$ cat src/rtl/spi_mem_ctrl_pkg.sv
// spi_mem_ctrl_pkg: shared state encoding, default SPI opcodes and rv32e memory-size encoding
package spi_mem_ctrl_pkg;
    typedef enum logic [2:0] {S_IDLE, S_CMD, S_ADDR, S_DATA, S_RELEASE, S_DONE} state_t;
    localparam logic [7:0] DEF_CMD_READ  = 8'h03;
    localparam logic [7:0] DEF_CMD_WRITE = 8'h02;
    typedef enum logic [1:0] {MEM_BYTE = 2'b00, MEM_HALF = 2'b01, MEM_WORD = 2'b10} mem_size_t;
    function automatic logic [2:0] size_bytes(mem_size_t s);
        return s == MEM_WORD ? 3'd4 : s == MEM_HALF ? 3'd2 : 3'd1;
    endfunction
endpackage

$ cat src/rtl/spi_mem_ctrl_bit_clock.sv
// spi_bit_clock: CLK_DIV divider producing mode-0 sclk plus one-cycle rise/fall strobes
module spi_bit_clock #(
    parameter int CLK_DIV = 1
) (
    input  logic clk,
    input  logic rst_n,
    input  logic en,
    output logic sclk,
    output logic rise,
    output logic fall
);
    localparam int CW = CLK_DIV > 1 ? $clog2(CLK_DIV) : 1;
    logic [CW-1:0] cnt;
    logic tick;
    assign tick = en && cnt == CW'(CLK_DIV - 1);
    assign rise = tick && !sclk;
    assign fall = tick && sclk;
    always_ff @(posedge clk) begin
        if (!rst_n || !en) begin
            cnt  <= '0;
            sclk <= 1'b0;
        end else if (tick) begin
            cnt  <= '0;
            sclk <= ~sclk;
        end else begin
            cnt <= cnt + 1'b1;
        end
    end
endmodule

$ cat src/rtl/spi_mem_ctrl.sv
// spi_mem_ctrl: SPI memory master with start/done handshake serving fetches and loads/stores
module spi_mem_ctrl
    import spi_mem_ctrl_pkg::*;
#(
    parameter int NUM_CS    = 2,
    parameter int ADDR_W    = 24,
    parameter int CLK_DIV   = 1,
    parameter int MAX_BYTES = 4,
    parameter logic [7:0] CMD_READ  = DEF_CMD_READ,
    parameter logic [7:0] CMD_WRITE = DEF_CMD_WRITE,
    localparam int CS_BITS  = NUM_CS > 1 ? $clog2(NUM_CS) : 1
) (
    input  logic                      clk,
    input  logic                      rst_n,
    input  logic                      start_request,
    input  logic                      is_write,
    input  logic [2:0]                num_bytes,
    input  logic [ADDR_W+CS_BITS-1:0] target_address,
    input  logic [31:0]               write_value,
    output logic [31:0]               fetched_data,
    output logic                      request_done,
    output logic                      error,
    output logic                      busy,
    output logic                      sclk,
    output logic                      mosi,
    output logic [NUM_CS-1:0]         cs_n,
    input  logic                      miso
);
    localparam int FW    = 8 + ADDR_W + 32;
    localparam int CNT_W = $clog2(8 + ADDR_W + 8 * MAX_BYTES);

    state_t             state;
    logic               run, rd, rise, fall, legal;
    logic [CNT_W-1:0]   bit_cnt, last_bit;
    logic [FW-1:0]      frame;
    logic [CS_BITS-1:0] idx;
    logic [7:0]         cmd;
    logic [31:0]        wdata;
    logic [4:0]         dpos;

    assign idx   = target_address[ADDR_W +: CS_BITS];
    assign legal = num_bytes != 3'd0 && num_bytes <= 3'(MAX_BYTES) && 32'(idx) < NUM_CS;
    assign cmd   = is_write ? CMD_WRITE : CMD_READ;
    // write data is low-aligned on the port but must leave the shifter MSB first
    assign wdata = is_write ? write_value << (6'd32 - {num_bytes, 3'b000}) : 32'd0;
    assign dpos  = 5'(bit_cnt - CNT_W'(8 + ADDR_W));
    assign busy  = state != S_IDLE;

    spi_bit_clock #(.CLK_DIV(CLK_DIV)) u_bit_clock (
        .clk  (clk),
        .rst_n(rst_n),
        .en   (run),
        .sclk (sclk),
        .rise (rise),
        .fall (fall)
    );

    // run is low for one setup cycle after cs assert and one hold cycle after the last bit
    always_ff @(posedge clk) begin
        if (!rst_n) begin
            state        <= S_IDLE;
            run          <= 1'b0;
            rd           <= 1'b0;
            bit_cnt      <= '0;
            last_bit     <= '0;
            frame        <= '0;
            cs_n         <= '1;
            mosi         <= 1'b0;
            request_done <= 1'b0;
            error        <= 1'b0;
            fetched_data <= '0;
        end else begin
            case (state)
                S_IDLE: if (start_request && !request_done) begin
                    rd       <= !is_write;
                    bit_cnt  <= '0;
                    last_bit <= CNT_W'(8 + ADDR_W - 1) + CNT_W'({num_bytes, 3'b000});
                    if (legal) begin
                        state        <= S_CMD;
                        cs_n         <= ~(NUM_CS'(1) << idx);
                        frame        <= {cmd, target_address[ADDR_W-1:0], wdata};
                        mosi         <= cmd[7];
                        fetched_data <= '0;
                    end else begin
                        state        <= S_DONE;
                        request_done <= 1'b1;
                        error        <= 1'b1;
                    end
                end
                S_CMD, S_ADDR, S_DATA: begin
                    if (!run && state == S_CMD) run <= 1'b1;
                    if (!run && state == S_DATA) begin
                        state <= S_RELEASE;
                        cs_n  <= '1;
                    end
                    if (rise && rd && state == S_DATA) fetched_data[~dpos] <= miso;
                    if (fall) begin
                        frame   <= frame << 1;
                        bit_cnt <= bit_cnt + 1'b1;
                        mosi    <= frame[FW-2];
                        if (bit_cnt == last_bit) begin
                            run  <= 1'b0;
                            mosi <= 1'b0;
                        end else if (bit_cnt == CNT_W'(7)) begin
                            state <= S_ADDR;
                        end else if (bit_cnt == CNT_W'(7 + ADDR_W)) begin
                            state <= S_DATA;
                        end
                    end
                end
                S_RELEASE: begin
                    state        <= S_DONE;
                    request_done <= 1'b1;
                end
                S_DONE: if (!start_request) begin
                    state        <= S_IDLE;
                    request_done <= 1'b0;
                    error        <= 1'b0;
                end
                default: state <= S_IDLE;
            endcase
        end
    end
endmodule

$ cat config.mk
export PLATFORM = sky130hd
export DESIGN_NAME = spi_mem_ctrl
export DESIGN_NICKNAME = d
export VERILOG_FILES = /design/src/rtl/spi_mem_ctrl_pkg.sv /design/src/rtl/spi_mem_ctrl_bit_clock.sv /design/src/rtl/spi_mem_ctrl.sv
export SDC_FILE = /design/constraint.sdc
export NUM_CORES = 1
export LEC_CHECK = 0
export CORE_MARGIN = 2
export CORE_UTILIZATION = 53
export CTS_CLUSTER_SIZE = 40
export DETAILED_ROUTE_END_ITERATION = 8
export GPL_ROUTABILITY_DRIVEN = 0
export GPL_TIMING_DRIVEN = 0
export PLACE_DENSITY = 0.76
export SYNTH_ARGS = -nofsm -noshare
export SYNTH_HDL_FRONTEND = slang
export SYNTH_SLANG_ARGS = --single-unit
$ cat constraint.sdc
create_clock -name clk -period 5.1 [get_ports clk]
set_clock_uncertainty 0.2 [all_clocks]
set_input_delay 1.275 -clock clk [delete_from_list [all_inputs] [get_ports clk]]
set_output_delay 1.275 -clock clk [all_outputs]
set_load 0.02 [all_outputs]
==> impl_metrics.json <==
{
  "tritoncts": "done",
  "multiInputGateArea_mm2": 0.003571,
  "cell_family_with_the_largest_share_of_critical_path_delay": "buffers and inverters",
  "synth_top_flop_cell": "dfxtp_1",
  "ys_types": 60,
  "track_usage": 0.3087,
  "detail_route.drc_violations": 0,
  "synth.avg_cell_area_um2": 8.590,
  "rows": 39,
  "detailed_routing_iteration_count_for_the_pre_antenna_repair_pass": 6,
  "area_delta_synth_final_pct": 28.54,
  "flop2flop_setup_slack_ps": 2530,
  "initialDrtViolationCount": 690,
  "max_slew_headroom": 0.3662,
  "dpl_cell_area_mm2": 0.007531,
  "grt_pass1_vias": 6299,
  "cts_made_buffers": 17,
  "antenna_violations_before_repair": 0,
  "power_per_unit_of_standard_cell_area_mw_per_mm2": 337.5,
  "timing.final.crit_period_ps": 4032,
  "grt_max_degree": 17,
  "layout.nets": 928,
  "post-place-ws_ps": 663.7,
  "met2RoutedLength_mm": 8.985,
  "critical_path.endpoint_type": "flop",
  "total_power_mw": 2.746,
  "setup.worst_path.class": "in2reg",
  "grt_first_pass_wirelength_mm": 31.62,
  "fmax_ghz": 0.2480,
  "async_reset_ff_frac": 0,
  "fin_area_mm2": 0.008138,
  "outcome": "finished, final reports clean",
  "initial_core_util": 0.5498,
  "clk_pin_slew_worst_paths_ps": 60,
  "detail_route.wl_per_cell_um": 19.23,
  "critical-path-slowest-cell": "clkbuf_1",
  "root_buffer": "clkbuf_16",
  "tightest_slew_ps": 943.4,
  "grt_setup_unrepaired": "no",
  "cp_slowest_stage_delay_ps": 440,
  "worst-endpoint-arrival_ps": 4130,
  "post-route-worst-setup-slack_ps": 1068,
  "fillers": 929,
  "clkLatencyLatePin_ps": 420,
  "ioPinCount": 104,
  "ys.warnings.count": 0,
  "cell_by_cell_listing_of_the_critical_path": "buf_2 -> buf_2 -> buf_4 -> inv_1 -> ha_1 -> clkbuf_1 -> clkbuf_1 -> mux4_2 -> a221oi_1 -> nor2_1",
  "met1_length_mm": 8.259,
  "count_of_buffers_added_by_post_cts_timing_repair_for_setup": 0,
  "number_of_buffer_and_inverter_instances_along_the_worst_setup_path": 6,
  "antenna_cells": 0,
  "setup_viol_count_final": 0,
  "grt_remaining_overflow": 0,
  "vias": 6555,
  "buffer_ports.inserted": 102,
  "share_of_final_layout_standard_cells_stronger_than_drive_strength_1": 0.1263,
  "route.detailed.vias_per_inst": 6.464,
  "postRouteAntennaNets": 0,
  "die_w_um": 113.3,
  "layout.area.seq_mm2": 0.002342,
  "dr_wl_met3_mm": 1.862,
  "synth_enable_flop_cells": 0,
  "final.period_utilization": 0.7906,
  "design.core.area_mm2": 0.01152,
  "synth-seq-cells": 117,
  "startpoint_type": "primary input",
  "layout.core_utilization": 0.7066,
  "final-max-slew-violation-count": 0,
  "hpwlAfterDp_mm": 13.97,
  "post_synth_inst_count": 737,
  "critical_path.max_fanout": 10,
  "hold_viol_final": 0,
  "req_time_crit_path_ps": 5200,
  "fp.dieH_um": 113.3,
  "yosysSeqAreaShare": 0.3700,
  "post_synth_instance_area_mm2": 0.006331,
  "synth.net_count": 807,
  "fin_setup_tns_ps": 0,
  "power.leakage_nw": 2.844,
  "cts_sinks": 117,
  "h-tree-depth": 4,
  "maxCapViolations": 0,
  "min_path_type": "reg2reg",
  "peakVddDrop_mv": 0.2294,
  "dieArea_mm2": 0.01284,
  "uppermost_routed_layer": "met4",
  "detail_route.wirelength_mm": 19.50,
  "cts_max_path_buffers": 2,
  "postCtsHoldBufs": 0,
  "post_cts_resized": 0
}
-- synth_stat cells (all sizes together), types with 3 or more instances --
library cell,instances,area [um^2]
nand2b,3,18.77
and3,10,62.56
a21oi,55,275.3
nor2,75,281.5
a31oi,23,143.9
mux2i,9,90.09
nand3,18,90.09
a221oi,32,280.3
o2bb2ai,8,70.07
o211ai,25,187.7
nand2,78,292.8
mux4,8,180.2
a32oi,10,87.58
and2,4,25.02
nor3,9,56.31
a311oi,31,421.7
ha,5,62.56
mux2,8,90.09
a22oi,10,75.07
nor4,4,25.02
nor4bb,4,40.04
nor2b,10,62.56
xor2,6,52.55
inv,9,33.79
a211oi,5,37.54
nand4,4,25.02
dfxtp,117,2342
o21ai,48,240.2
clkbuf,45,171.4
buf,34,212.7
xnor2,4,35.03
-- placed cells by master, fill, tap and decap left out, types with 6 or more instances in the layout --
| cell | n |
|---|---|
| a311oi_2 | 24 |
| a221oi_1 | 32 |
| o2bb2ai_1 | 8 |
| a21oi_1 | 55 |
| mux4_2 | 8 |
| o211ai_1 | 25 |
| buf_2 | 17 |
| buf_6 | 6 |
| and3_1 | 10 |
| nor2b_1 | 10 |
| mux2_2 | 8 |
| a32oi_1 | 10 |
| mux2i_1 | 9 |
| dfxtp_1 | 117 |
| buf_1 | 6 |
| a31oi_1 | 23 |
| clkbuf_1 | 43 |
| clkbuf_16 | 17 |
| clkdlybuf4s50_1 | 102 |
| nand3_1 | 18 |
| nand2_1 | 78 |
| nor3_1 | 8 |
| a22oi_1 | 10 |
| a311oi_1 | 7 |
| nor2_1 | 75 |
| o21ai_0 | 48 |
| xor2_1 | 6 |
| inv_1 | 7 |
-- report_power, final --
part / internal [mW] / switching, mW
Sequential: 0.970 / 0.0336
Clock: 0.769 / 0.460
Combinational: 0.201 / 0.313
-- per-stage QoR --
step	cells	hold slack [ps]
2_1_floorplan	737	232.1
3_3_place_gp	982	238.7
3_5_place_dp	982	249.1
4_1_cts	1014	260.2
5_1_grt	1014	292.4
6_report	1014	264.7
-- per-layer routing --
layer  up-vias  track usage
li1       3018            -
met1      3123       0.4079
met2       383       0.4902
met3        31      0.08838
met4         0      0.09675
met5         -            0
-- worst register-to-register path, delay by kind of cell, from the launching register on --
| family | cells | cell delay (ps) |
|---|---|---|
| flops | 1 | 490 |
| fa+ha+maj | 1 | 230 |
| buf+inv | 1 | 380 |
| simple gates | 2 | 850 |
| compound gates | 2 | 360 |
-- worst paths after layout --
check                             startpoint               end  cells past startpoint
worst max-delay path            num_bytes[0]         frame[31]                     10
worst min-delay path               frame[59]         frame[59]                      2
worst min register to register     frame[59]         frame[59]                      2
worst max register to register    bit_cnt[0]  fetched_data[10]                      6
-- flip-flops by register name, summed over array words and instances (netlist names), 2 cells and up --
name / count
state: 3
frame: 63
bit_cnt: 6
last_bit: 4
cs_n: 2
fetched_data: 32
-- logic make-up after synthesis --
group,synth area share
AOI/OAI and AO/OA,0.3119
and+or+nand+nor,0.1710
DFF,0.3700
buffers and inverters,0.06601
muxes,0.05692
xor gates and xnor gates,0.01383
adders and majority gates,0.009881
other,0.0005923
-- area by class of cell --
class,instances,share of cell area
tap,143,0.02199
buffer,79,0.04720
clock buffer,17,0.05228
clock inverter,15,0.02229
multi-input combinational,532,0.4388
inverter,9,0.004151
sequential,117,0.2878
timing repair buffer,102,0.1255
(Power assumes the default switching activity.)
